==> src/rtl/bcd_serial_adder_ctrl.sv <==
// Digit-serial packed-BCD adder: one adder1digit time-multiplexed over DIGITS
// digits, least significant digit first, one digit per clock.

// Single BCD digit adder with decimal carry correction.
module adder1digit (
  input  logic [3:0] a,
  input  logic [3:0] b,
  input  logic       ci,
  output logic [3:0] sum_c,
  output logic       carry_c
);

  logic [4:0] raw;

  // Binary sum, then add 6 when the result leaves the decimal range.
  always_comb begin
    raw     = 5'(a) + 5'(b) + 5'(ci);
    carry_c = (raw > 5'd9);
    sum_c   = carry_c ? 4'(raw + 5'd6) : raw[3:0];
  end

endmodule

module bcd_serial_adder_ctrl #(
  parameter int unsigned DIGITS = 3
) (
  input  logic                clk,
  input  logic                rst,
  input  logic                start,
  input  logic [4*DIGITS-1:0] a,
  input  logic [4*DIGITS-1:0] b,
  input  logic                cin,
  output logic                busy,
  output logic                done,
  output logic [4*DIGITS-1:0] s,
  output logic                cout,
  output logic                bcd_err
);

  localparam int unsigned W  = 4 * DIGITS;
  localparam int unsigned IW = (DIGITS > 1) ? $clog2(DIGITS) : 1;

  typedef enum logic [1:0] {
    IDLE = 2'd0,
    RUN  = 2'd1,
    DONE = 2'd2
  } state_t;

  state_t          state, state_nxt;
  logic [W-1:0]    a_q, a_nxt;
  logic [W-1:0]    b_q, b_nxt;
  logic            carry_q, carry_nxt;
  logic [IW-1:0]   idx, idx_nxt;
  logic [W-1:0]    s_nxt;
  logic            cout_nxt;
  logic            bcd_err_nxt;

  logic [3:0]      dig_a_c, dig_b_c;
  logic [3:0]      dig_sum_c;
  logic            dig_carry_c;

  // True when any 4-bit digit of the operand exceeds 9.
  function automatic logic any_bad(input logic [W-1:0] v);
    logic r;
    r = 1'b0;
    for (int i = 0; i < int'(DIGITS); i++) begin
      if (v[4*i +: 4] > 4'd9) r = 1'b1;
    end
    return r;
  endfunction

  // Select the current digit of each latched operand.
  always_comb begin
    dig_a_c = 4'd0;
    dig_b_c = 4'd0;
    for (int i = 0; i < int'(DIGITS); i++) begin
      if (idx == IW'(i)) begin
        dig_a_c = a_q[4*i +: 4];
        dig_b_c = b_q[4*i +: 4];
      end
    end
  end

  adder1digit u_digit (
    .a       (dig_a_c),
    .b       (dig_b_c),
    .ci      (carry_q),
    .sum_c   (dig_sum_c),
    .carry_c (dig_carry_c)
  );

  // Next-state and datapath update: accept, per-digit step, completion.
  always_comb begin
    state_nxt   = state;
    a_nxt       = a_q;
    b_nxt       = b_q;
    carry_nxt   = carry_q;
    idx_nxt     = idx;
    s_nxt       = s;
    cout_nxt    = cout;
    bcd_err_nxt = bcd_err;

    unique case (state)
      RUN: begin
        for (int i = 0; i < int'(DIGITS); i++) begin
          if (idx == IW'(i)) s_nxt[4*i +: 4] = dig_sum_c;
        end
        carry_nxt = dig_carry_c;
        if (idx == IW'(DIGITS - 1)) begin
          cout_nxt  = dig_carry_c;
          state_nxt = DONE;
        end else begin
          idx_nxt = idx + IW'(1);
        end
      end
      IDLE, DONE: begin
        if (state == DONE) state_nxt = IDLE;
        if (start) begin
          a_nxt       = a;
          b_nxt       = b;
          carry_nxt   = cin;
          idx_nxt     = '0;
          s_nxt       = '0;
          cout_nxt    = 1'b0;
          bcd_err_nxt = any_bad(a) | any_bad(b);
          state_nxt   = RUN;
        end
      end
      default: state_nxt = IDLE;
    endcase
  end

  // State and datapath registers; busy/done registered from the next state.
  always_ff @(posedge clk) begin
    if (rst) begin
      state   <= IDLE;
      a_q     <= '0;
      b_q     <= '0;
      carry_q <= 1'b0;
      idx     <= '0;
      s       <= '0;
      cout    <= 1'b0;
      bcd_err <= 1'b0;
      busy    <= 1'b0;
      done    <= 1'b0;
    end else begin
      state   <= state_nxt;
      a_q     <= a_nxt;
      b_q     <= b_nxt;
      carry_q <= carry_nxt;
      idx     <= idx_nxt;
      s       <= s_nxt;
      cout    <= cout_nxt;
      bcd_err <= bcd_err_nxt;
      busy    <= (state_nxt == RUN);
      done    <= (state_nxt == DONE);
    end
  end

endmodule

==> config.mk <==
export PLATFORM = sky130hd
export DESIGN_NAME = bcd_serial_adder_ctrl
export DESIGN_NICKNAME = d
export VERILOG_FILES = /design/src/rtl/bcd_serial_adder_ctrl.sv
export SDC_FILE = /design/constraint.sdc
export NUM_CORES = 1
export LEC_CHECK = 0
export CELL_PAD_IN_SITES_DETAIL_PLACEMENT = 0
export CELL_PAD_IN_SITES_GLOBAL_PLACEMENT = 1
export CORE_UTILIZATION = 41
export CTS_BUF_LIST = sky130_fd_sc_hd__clkbuf_4
export DETAILED_ROUTE_END_ITERATION = 10
export GPL_TIMING_DRIVEN = 0
export PLACE_DENSITY = 0.95
export SETUP_SLACK_MARGIN = 0.3
export SYNTH_ARGS = -nofsm -noshare
export SYNTH_HDL_FRONTEND = slang
export SYNTH_SLANG_ARGS = --single-unit
==> constraint.sdc <==
create_clock -name clk -period 5.5 [get_ports clk]
set_clock_uncertainty 0.1 [all_clocks]
set_input_delay 1.1 -clock clk [delete_from_list [all_inputs] [get_ports clk]]
set_output_delay 1.1 -clock clk [all_outputs]
set_load 0.01 [all_outputs]
==> metrics.md <==
| Metric | Value |
|---|---|
| Outcome | finished, final reports clean |
| GRT overflow | 0 |
| Fraction of registers with async set/reset | 0% |
| HPWL after DPL | 3.795 mm |
| Num rows | 25 |
| WHS | approximately 0.37 ns |
| Final period utilization | 75.08% |
| Total number of vias | 2003 |
| WP data required | approximately 5.7 ns |
| XOR/XNOR share of the synthesized area | 0.4125% |
| Fmax | 242.2 MHz |
| Nets | 364 |
| Maximum vdd ir drop | 0.1377 mV |
| Syn-to-layout area delta | 27.05% |
| Largest area contributor in the netlist | dfxtp_1 |
| Met3 wire length | 165 um |
| Crit path to | s[6] |
| Core area | 0.004848 mm2 |
| Met2 WL | ~2.3 mm |
| FF-to-FF Start | idx[0] |
| Hold path depth | 2 |
| WL met1 | 2.366 mm |
| Root Driver | clkbuf_4 |
| Fin area | 0.002698 mm2 |
| Worst Setup End Kind | register |
| Starting Density | 43.79% |
| Pwr/cell area | 253.1 mW/mm2 |
| Cts repair resizes | 0 |
| Total wire length | 4.971 mm |
| Ys flop type | dfxtp_1 |
| CTS H-tree lvls | 2 |
| Post-DP Area | 0.002638 mm2 |
| Worst Setup Start Kind | register |
| Cts hold-fix bufs | 0 |
| Clock-pin slew on the worst setup and hold paths | approximately 0.13 ns |
| # DRC | 0 |
| Rel. slew slack | 64.31% |
| Simple-Gate Fraction of Synth Area | 24.93% |
| Worst-Skew Late Latency | 0.35 ns |
| Synth warn | 0 |
| Final min period | 4.130 ns |
| Top sig layer | met4 |
| Reg2reg end | s[6] |
| Worst slew pin tran | 0.5354 ns |
| CTS Buffer Depth | 2 |
| Mapped Area | 0.002123 mm2 |
| Leak | 1.029 nW |
| # clock sinks | 45 |
| 1st-pass router iterations | 4 |
| Vias in the first global route | 1852 |
| Post-Syn Nets | approximately 310 |
| GRT Total Usage | 20.05% |
| Setup TNS | 0 ns |
| Reg2reg path depth | 16 |
| First-pass GRT wire length | about 8.3 mm |
| Reg2reg setup slack | 1.37 ns |
| Layout cell share with drive strength beyond 1 | 3.354% |
| PortBufs | 43 |
| Die area | between 0.005 and 0.006 mm2 |
| RSZ-0062 raised after global routing | no |
| Max-cap violation count | 0 |
| Post-DR wirelength/cell | 12.58 um |
| Number of routed nets with antenna violations | 0 |
| Die W | between 70 and 80 um |
| Mux cell area share after synthesis | 0.4714% |
| Initial antenna violation count | 0 |
| Yosys reg bits | 45 |
| CP Class | reg -> reg |
| Complex-gate fraction of the synthesized area | 21.86% |
| Sequential area share after synthesis | 42.43% |
| CP max FO | 10 |
| # setup viols final | 0 |
| Post-CTS Setup Inserts | 0 |
| Adder-cell share of the synthesized area | 6.011% |
| CTS tree | yes |
| Main combinational cell family by area after synthesis | simple AND/OR/NAND/NOR gates |
| Die Y | 73.97 um |
| Drt initial violations | 100 |
| Fin. Hold Viols | 0 |
| Total clock buffers created by CTS | 5 |
| Synth top area cells | dfxtp_1 (42%), nand2_1 (13%), a21oi_1 (9.9%) |
| Yosys top cell area share | a little over two fifths |
| Final slew viol count | 0 |
| # diodes | 0 |
| Filler Cell Count | 489 |
| Tot Pwr | between 600 and 700 uW |
| Largest net degree at the start of global routing | 13 |
| Crit path launch | idx[0] |
| Crit path DAT | 4.34 ns |
| Hold Path Class | reg -> reg |
| DR vias/cell | between 5 and 6 |
| Syn avg cell area | around 7.7 um2 |
| Placer Congestion | 0.8638 |
| # IOs | 44 |
| Syn Inst Count | roughly 280 |
| Number of synthesized flops with an enable pin | 0 |
| Yosys cell types | 35 |
[cells in the final DEF, fill, tap and decap left out]
cell	n
a21oi_1	42
nand2b_1	3
nand3_1	8
nor2b_1	4
mux2i_1	1
or3_4	1
o22ai_1	1
nand4_1	1
and3b_1	1
buf_1	4
a21boi_1	1
o21a_1	1
clkdlybuf4s50_1	43
clkbuf_4	8
nand2_1	72
dfxtp_1	45
and3_1	2
inv_1	5
a2bb2oi_1	1
a2111oi_0	1
nand4b_1	1
a32o_1	4
a41oi_1	1
o21ai_2	1
clkbuf_1	13
a31oi_1	3
fa_1	2
nor2_1	22
ha_1	7
a22o_1	2
a31oi_4	1
or3_1	4
nor3_1	4
a21o_1	3
o21ai_0	12
xnor2_1	1
a32oi_1	2
[report_power, final]
| group | internal [mW] | switching (mW) | total [mW] |
|---|---|---|---|
| Sequential | 0.343 | 0.00919 | 0.352 |
| Combinational | 0.0693 | 0.0918 | 0.161 |
| Clock | 0.0660 | 0.103 | 0.169 |
[Yosys cell counts (5+ instances only)]
master and instances:
clkbuf_1 13, o21ai_0 12, inv_1 5, nand3_1 8, ha_1 7, a21oi_1 42, dfxtp_1 45, nand2_1 72
nor2_1 22
[per-layer routing]
metal	global-route usage, %	up-vias
li1	-	1044
met1	25.42	898
met2	32.42	48
met3	3.794	13
met4	10.47	0
met5	0	-
[sequential cells by signal (all words and copies together) (netlist names)]
| register | flops |
|---|---|
| busy | 1 |
| a_q | 12 |
| carry_q | 1 |
| b_q | 12 |
| done | 1 |
| state | 2 |
| bcd_err | 1 |
| cout | 1 |
| s | 12 |
| idx | 2 |
[kinds of logic after synthesis]
kind of cell    Yosys count
simple gates            123
fa+ha+maj                 9
mux                       1
compound gates           76
xor+xnor                  1
flops                    45
buf+inv                  22
[worst min-delay path by stage]
| stage | slack [ns] | startpoint | to |
|---|---|---|---|
| finish | 0.37 | b_q[9] | b_q[9] |
| detailed placement | 0.35 | a_q[3] | a_q[3] |
| CTS | 0.37 | a_q[3] | a_q[3] |
| global route | 0.39 | b_q[9] | b_q[9] |
| floorplan | 0.34 | a_q[0] | a_q[0] |
| global placement | 0.34 | b_q[9] | b_q[9] |
[through the flow]
stage | setup slack [ns] | utilization (%) | cells
2_1_floorplan | 1.993 | - | 277
3_3_place_gp | 1.438 | 54.40 | 387
3_5_place_dp | 1.386 | 54.40 | 387
4_1_cts | 1.337 | 55.64 | 395
5_1_grt | 1.047 | 55.64 | 395
6_report | 1.370 | 55.64 | 395
[critical path, cell delays in order (launching register included)]
cell and delay (ns):
dfxtp_1 0.40, ha_1 0.16, clkbuf_1 0.35, clkbuf_1 0.38, a21oi_1 0.14, nor2_1 0.10
a21oi_1 0.07, fa_1 0.41, inv_1 0.08, fa_1 0.48, inv_1 0.14, ha_1 0.20
nand2_1 0.09, a21boi_1 0.17, a31oi_4 0.25, mux2i_1 0.34, a32o_1 0.21
[cell type report]
cell class	count	area [um2]	share of cell area, %
well taps	67	83.83	3.108
inverters	5	18.77	0.6957
plain buffers	17	63.81	2.365
multi-input cells	210	1140	42.25
clock buffers	8	60.06	2.226
repair buffers	43	430.4	15.96
flip-flops and latches	45	900.9	33.40
Note: power is estimated with default switching activity, not from simulation.
